`src/rtl/hdlc_ctrl_pkg.sv`:
```
// Shared types and constants for the HDLC transmit control blocks.
package hdlc_ctrl_pkg;

    typedef enum logic [1:0] {
        ST_IDLE  = 2'd0,
        ST_PASS  = 2'd1,
        ST_DRAIN = 2'd2,
        ST_GAP   = 2'd3
    } state_t;

    localparam int DEF_GAP_CYCLES = 16;
    localparam int DEF_MAX_LEN    = 1024;

    function automatic int clog2(input int v);
        int r;
        r = 0;
        while ((1 << r) < v) r++;
        return r;
    endfunction

endpackage

```
`src/rtl/hdlc_tx_frame_arbiter_if.sv`:
```
// Byte-stream bundle between the source FIFOs, the frame arbiter and hdlc_tx.
interface hdlc_tx_frame_arbiter_if #(parameter int NUM_SRC = 4);

    logic [NUM_SRC-1:0]      s_tvalid;
    logic [NUM_SRC-1:0]      s_tready;
    logic [NUM_SRC-1:0]      s_tlast;
    logic [NUM_SRC-1:0][7:0] s_tdata;
    logic                    m_tvalid;
    logic                    m_tready;
    logic                    m_tlast;
    logic [7:0]              m_tdata;

    // master: the arbiter itself; slave: the surrounding sources and sink
    modport master (input  s_tvalid, s_tlast, s_tdata, m_tready,
                    output s_tready, m_tvalid, m_tlast, m_tdata);
    modport slave  (output s_tvalid, s_tlast, s_tdata, m_tready,
                    input  s_tready, m_tvalid, m_tlast, m_tdata);

endinterface

```
`src/rtl/hdlc_tx_frame_arbiter_rr.sv`:
```
// Combinational round-robin pick: first request found after the last grant.
module hdlc_rr_arbiter
    import hdlc_ctrl_pkg::*;
#(
    parameter int N  = 4,
    parameter int IW = clog2(N)
)(
    input  logic [N-1:0]  i_req,
    input  logic [IW-1:0] i_last,
    output logic [IW-1:0] o_grant,
    output logic          o_any
);

    logic [IW-1:0] w_idx;

    always_comb begin
        o_grant = '0;
        o_any   = 1'b0;
        w_idx   = '0;
        for (int k = 1; k <= N; k++) begin
            w_idx = IW'((int'(i_last) + k) % N);
            if (!o_any && i_req[w_idx]) begin
                o_grant = w_idx;
                o_any   = 1'b1;
            end
        end
    end

endmodule

```
`src/rtl/hdlc_tx_frame_arbiter.sv`:
```
// Frame-granular round-robin arbiter in front of hdlc_tx: passes one frame,
// truncates/drains overlong frames, then holds an idle gap before re-arbitrating.
module hdlc_tx_frame_arbiter
    import hdlc_ctrl_pkg::*;
#(
    parameter int NUM_SRC    = 4,
    parameter int GAP_CYCLES = DEF_GAP_CYCLES,
    parameter int MAX_LEN    = DEF_MAX_LEN,
    localparam int IW        = clog2(NUM_SRC)
)(
    input  logic                     clk,
    input  logic                     rst,
    hdlc_tx_frame_arbiter_if.master  bus,
    output logic [IW-1:0]            grant_id,
    output logic                     busy,
    output logic                     overlen_err
);

    localparam int CW = clog2(MAX_LEN + 1);
    localparam int GW = (clog2(GAP_CYCLES) < 1) ? 1 : clog2(GAP_CYCLES);
    localparam logic [CW-1:0] CNT_LAST = CW'(MAX_LEN - 1);
    localparam logic [GW-1:0] GAP_LOAD = GW'((GAP_CYCLES > 0) ? GAP_CYCLES - 1 : 0);
    localparam state_t        ST_END   = (GAP_CYCLES > 0) ? ST_GAP : ST_IDLE;

    state_t        r_state, w_nstate;
    logic [IW-1:0] r_grant, r_last, w_pick;
    logic [CW-1:0] r_cnt;
    logic [GW-1:0] r_gap;
    logic          r_busy, r_ovf;
    logic          w_any, w_sv, w_sl, w_hs, w_at_max;

    hdlc_rr_arbiter #(.N(NUM_SRC), .IW(IW)) u_rr (
        .i_req   (bus.s_tvalid),
        .i_last  (r_last),
        .o_grant (w_pick),
        .o_any   (w_any)
    );

    assign w_sv     = bus.s_tvalid[r_grant];
    assign w_sl     = bus.s_tlast[r_grant];
    assign w_at_max = (r_cnt == CNT_LAST);

    always_comb begin
        w_nstate     = r_state;
        w_hs         = 1'b0;
        bus.s_tready = '0;
        bus.m_tvalid = 1'b0;
        bus.m_tlast  = 1'b0;
        bus.m_tdata  = '0;
        case (r_state)
            ST_IDLE: if (w_any) w_nstate = ST_PASS;
            ST_PASS: begin
                bus.m_tvalid          = w_sv;
                bus.m_tdata           = bus.s_tdata[r_grant];
                // forced tlast closes an overlong frame cleanly for hdlc_tx
                bus.m_tlast           = w_sl | w_at_max;
                bus.s_tready[r_grant] = bus.m_tready;
                w_hs                  = w_sv & bus.m_tready;
                if (w_hs && w_sl)          w_nstate = ST_END;
                else if (w_hs && w_at_max) w_nstate = ST_DRAIN;
            end
            ST_DRAIN: begin
                bus.s_tready[r_grant] = 1'b1;
                if (w_sv && w_sl) w_nstate = ST_END;
            end
            ST_GAP:  if (r_gap == '0) w_nstate = ST_IDLE;
            default: w_nstate = ST_IDLE;
        endcase
    end

    always_ff @(posedge clk or posedge rst) begin
        if (rst) begin
            r_state <= ST_IDLE;
            r_busy  <= 1'b0;
        end else begin
            r_state <= w_nstate;
            r_busy  <= (w_nstate != ST_IDLE);
        end
    end

    always_ff @(posedge clk or posedge rst) begin
        if (rst) begin
            r_grant <= '0;
            r_last  <= IW'(NUM_SRC - 1);
            r_cnt   <= '0;
            r_gap   <= '0;
            r_ovf   <= 1'b0;
        end else begin
            r_ovf <= 1'b0;
            if (r_state == ST_IDLE && w_any) begin
                r_grant <= w_pick;
                r_last  <= w_pick;
            end
            if (w_hs) begin
                r_cnt <= (w_sl || w_at_max) ? '0 : r_cnt + 1'b1;
                if (!w_sl && w_at_max) r_ovf <= 1'b1;
            end
            if (w_nstate == ST_GAP && r_state != ST_GAP) r_gap <= GAP_LOAD;
            else if (r_state == ST_GAP)                  r_gap <= r_gap - 1'b1;
        end
    end

    assign grant_id    = r_grant;
    assign busy        = r_busy;
    assign overlen_err = r_ovf;

endmodule
```
`src/flat_wrapper.sv`:
```
// flat-port wrapper written by rule: the top's interface ports become plain ports
module hdlc_tx_frame_arbiter_flat import hdlc_ctrl_pkg::*;
#(
    parameter int NUM_SRC    = 4,
    parameter int GAP_CYCLES = DEF_GAP_CYCLES,
    parameter int MAX_LEN    = DEF_MAX_LEN,
    localparam int IW        = clog2(NUM_SRC)
)
  (clk, rst, grant_id, busy, overlen_err, bus_s_tvalid, bus_s_tlast, bus_s_tdata, bus_m_tready, bus_s_tready, bus_m_tvalid, bus_m_tlast, bus_m_tdata);
  hdlc_tx_frame_arbiter_if #(.NUM_SRC(NUM_SRC)) bus_i ();
  input  logic clk;
  input  logic rst;
  output logic [IW-1:0] grant_id;
  output logic busy;
  output logic overlen_err;
  input wire logic [$bits(bus_i.s_tvalid)-1:0] bus_s_tvalid;
  input wire logic [$bits(bus_i.s_tlast)-1:0] bus_s_tlast;
  input wire logic [$bits(bus_i.s_tdata)-1:0] bus_s_tdata;
  input wire logic [$bits(bus_i.m_tready)-1:0] bus_m_tready;
  output wire logic [$bits(bus_i.s_tready)-1:0] bus_s_tready;
  output wire logic [$bits(bus_i.m_tvalid)-1:0] bus_m_tvalid;
  output wire logic [$bits(bus_i.m_tlast)-1:0] bus_m_tlast;
  output wire logic [$bits(bus_i.m_tdata)-1:0] bus_m_tdata;
  assign bus_i.s_tvalid = bus_s_tvalid;
  assign bus_i.s_tlast = bus_s_tlast;
  assign bus_i.s_tdata = bus_s_tdata;
  assign bus_i.m_tready = bus_m_tready;
  assign bus_s_tready = bus_i.s_tready;
  assign bus_m_tvalid = bus_i.m_tvalid;
  assign bus_m_tlast = bus_i.m_tlast;
  assign bus_m_tdata = bus_i.m_tdata;
  hdlc_tx_frame_arbiter #(.NUM_SRC(NUM_SRC), .GAP_CYCLES(GAP_CYCLES), .MAX_LEN(MAX_LEN)) u_core (.clk(clk), .rst(rst), .bus(bus_i), .grant_id(grant_id), .busy(busy), .overlen_err(overlen_err));
endmodule
```
`config.mk`:
```
export PLATFORM = sky130hd
export DESIGN_NAME = hdlc_tx_frame_arbiter_flat
export DESIGN_NICKNAME = d
export VERILOG_FILES = /design/src/rtl/hdlc_ctrl_pkg.sv /design/src/rtl/hdlc_tx_frame_arbiter_if.sv /design/src/rtl/hdlc_tx_frame_arbiter_rr.sv /design/src/rtl/hdlc_tx_frame_arbiter.sv /design/src/flat_wrapper.sv
export SDC_FILE = /design/constraint.sdc
export NUM_CORES = 1
export LEC_CHECK = 0
export ABC_CLOCK_PERIOD_IN_PS = 2700
export BUFFER_PORTS_ARGS = -buffer_cell sky130_fd_sc_hd__buf_2
export CAP_MARGIN = 20
export CORE_UTILIZATION = 49
export CTS_CLUSTER_DIAMETER = 80
export DETAILED_ROUTE_END_ITERATION = 10
export PLACE_DENSITY = 0.8
export SLEW_MARGIN = 20
export SYNTH_ARGS = -nofsm -noshare
export SYNTH_HDL_FRONTEND = slang
export SYNTH_SLANG_ARGS = --single-unit
```
`constraint.sdc`:
```
create_clock -name clk -period 2.7 [get_ports clk]
set_clock_uncertainty 0.2 [all_clocks]
set_input_delay 0.27 -clock clk [delete_from_list [all_inputs] [get_ports clk]]
set_output_delay 0.27 -clock clk [all_outputs]
set_load 0.01 [all_outputs]
```
==> flow_summary_export.csv <==
group,metric,value,unit
worst_setup_path,crit_path_start_kind,"flop",
clock_tree,clk_latency,0.31,ns
die,die_y,60.4,um
synth,yosys-top-cells-area,"dfrtp_1 (31%), mux4_2 (13%), ha_1 (5.2%)",
global_route,grt_pass1_vias,1430,
synth,syn_nets,222,
synth,synth_flop_cell,"dfrtp_1",
route,vias,1501,
die,die_area,3650,sq um
power,leakage,1.00,nW
power,peakVddDrop,0.000446,V
clock_tree,cts_tree,"built",
power,p_switching,0.775,mW
clock_tree,clock-sinks,23,
power,internal-power,1.03,mW
layout,drive_gt1_frac,0.370,
layout,synthToLayoutAreaGrowth,23.0,%
clock_tree,clkTransAtPathRegs,0.13,ns
place,io_buffers,60,
timing,max_slew.worst_pin.slew,0.858,ns
synth,synth_edf_count,0,
place,post-dp-hpwl,3040,um
synth,ys_async_sr_fraction,1.00,
worst_setup_path,crit_fanout,6,
route,wl_per_cell,13.9,um
timing,fin_crit_sh,0.924,
hold_path,min_path_type,"input port to flop",
clock_tree,htree_levels,1,
timing,slew_headroom,0.427,
clock_tree,cts_buffers,3,
clock_tree,cts-root-buf,"clkbuf_4",
global_route,grt_max_degree,24,
global_route,grt_usage,0.226,
synth,synth-seq-cells,23,
timing,layout_min_cycle_time,2.50,ns
synth,ys_warn_count,0,
power,p_clk_frac,0.091,
timing,setup-tns-final,0,ns
synth,yosysTopAreaCell,"dfrtp_1",
clock_tree,cts_resized,0,
power,p_seq_frac,0.292,
route,routed_wl,3870,um
layout,insertedDiodeCount,0,
timing,rsz0062_at_grt,"no",
die,die_w,60.4,um
timing,setup_viol,0,
power,combPwrFrac,0.617,
worst_setup_path,cp.required,2.23,ns
clock_tree,clock_path_buffers,2,
worst_setup_path,endpoint_kind,"output pin",
route,ant_nets,0,
power,power_density,876,nW/um^2
route,drc_errors,0,
worst_setup_path,worstSetupPathType,"flop to output pin",
synth,syn_area,1670,sq um
synth,synth_cell_types,47,
global_route,grt_overflow,0,
synth,synth_cells,172,
die,placementRows,20,
route,viasPerCell,5.38,
layout,nets,286,
flow_run,drv_cap,0,
die,core,3150,sq um
global_route,grt_pass1_wl,6140,um
outcome,status,"complete, no violations",
worst_setup_path,arrival,2.03,ns
synth,syn_avg_cell_area,9.73,sq um
route,dr.pass1.iters,4,
synth,seq_area_frac_synth,0.346,
timing,maxSlewViolCount,0,
die,start_util,0.531,
timing,finalHoldViolations,0,
timing,timing.fmax,401,MHz
route,drtIter0Drc,54,
synth,synth_top_area_frac,0.314,
power,fin_total_pwr,1.80,mW
global_route,antenna_found_initial,0,
power,switching_share,0.430,
place,routabilityCongestion,0.779,
die,ioPinCount,61,
## kinds of logic (layout without fill, tap and decap cells)
| group | after synthesis | after routing | synth area share |
|---|---|---|---|
| muxes | 10 | 10 | 0.135 |
| adders and majority gates | 7 | 7 | 0.0524 |
| buffers and inverters | 15 | 78 | 0.0396 |
| AOI/OAI and AO/OA | 34 | 34 | 0.156 |
| and+or+nand+nor | 78 | 78 | 0.245 |
| xor gates and xnor gates | 5 | 5 | 0.0262 |
| DFF | 23 | 23 | 0.346 |
## sequential cells by signal, summed over array words and instances (netlist names)
| register | flops |
|---|---|
| u_core.r_state | 2 |
| u_core.r_last | 2 |
| u_core.grant_id | 2 |
| u_core.r_gap | 4 |
| u_core.busy | 1 |
| u_core.r_cnt | 11 |
| u_core.overlen_err | 1 |
## cells in the final DEF (no fill, tap or decap), drive strengths merged, types with 2 or more instances in the layout
cell / count
buf: 63
dfrtp: 21
nand2: 19
nor2: 14
and2: 11
o21ai: 11
inv: 10
mux4: 10
a21oi: 7
ha: 7
and3: 5
nand3: 5
nor3: 5
xnor2: 4
or2: 4
clkbuf: 4
nand2b: 3
a21boi: 3
nor2b: 3
or4: 2
and4: 2
nand4: 2
dfstp: 2
o221ai: 2
a31oi: 2
## worst paths after layout
path	startpoint	end	slack (ns)	cells past startpoint
setup / recovery	u_core.r_state[1]$_DFF_PP0_	bus_s_tready[3]	0.20	7
hold / removal	bus_s_tvalid[2]	u_core.grant_id[1]$_DFFE_PP0P_	0.12	3
max in group asynchronous	rst	u_core.r_gap[2]$_DFFE_PP0P_	1.31	3
hold reg to reg	u_core.r_cnt[10]$_DFFE_PP0P_	u_core.r_cnt[10]$_DFFE_PP0P_	0.29	1
setup reg to reg	u_core.grant_id[0]$_DFFE_PP0P_	u_core.busy$_DFF_PP0_	0.47	5
min in group asynchronous	rst	u_core.r_cnt[9]$_DFFE_PP0P_	0.46	3
## worst max-delay path, cell delays in order, from the launching register on
cell	delay, ns
dfrtp_1	0.42
inv_1	0.10
ha_1	0.20
and2_0	0.24
o21ai_0	0.36
inv_1	0.09
and3_1	0.19
buf_2	0.13
## routing by layer
metal,up-vias,global-route usage,share of wire
met5,-,0,0
met4,0,0.0714,0.0036
met3,2,0.0277,0.087
met2,74,0.407,0.50
met1,683,0.283,0.41
li1,742,-,-
## cell usage after synthesis (3+ instances only)
| master | number |
|---|---|
| nand2b_1 | 3 |
| and2_1 | 9 |
| ha_1 | 7 |
| nand2_1 | 18 |
| nand3_1 | 5 |
| inv_1 | 10 |
| nor2_1 | 14 |
| mux4_2 | 10 |
| a21boi_0 | 3 |
| and3_1 | 5 |
| nor2b_1 | 3 |
| o21ai_0 | 5 |
| or2_1 | 3 |
| xnor2_1 | 4 |
| a21oi_1 | 7 |
| dfrtp_1 | 21 |
| nor3_1 | 5 |
| o21ai_1 | 5 |
## layout make-up
type	count	area, sq um
tap	44	55.1
fill	290	1090
multi-input combinational	134	1030
timing repair buffer	64	333
sequential	23	578
inverter	10	37.5
clock buffer	4	26.3
## power by group through the flow
stage          logic [mW]  registers [mW]  clock network, mW
2_1_floorplan       0.817           0.522                  0
3_3_place_gp         1.09           0.530                  0
3_5_place_dp         1.12           0.533                  0
4_1_cts              1.12           0.526              0.167
5_1_grt              1.25           0.542              0.184
6_report             1.11           0.527              0.164
## stage by stage
stage / util / setup slack (ns) / hold WS, ns / instance area (sq um) / std cells
4_1_cts: 0.653 / 0.187 / 0.108 / 2060 / 279
5_1_grt: 0.653 / 0.00312 / 0.144 / 2060 / 279
3_3_place_gp: 0.641 / 0.562 / 0.264 / 2020 / 274
2_1_floorplan: - / 0.639 / 0.0704 / 1670 / 172
3_5_place_dp: 0.641 / 0.495 / 0.270 / 2020 / 274
6_report: 0.653 / 0.205 / 0.121 / 2060 / 279
## repair_timing
action                                 CTS  global route
hold buffers                             1             0
endpoints found under the hold margin   21             0
buffers inserted                         0             0
Power figures use the tool's default switching activity.
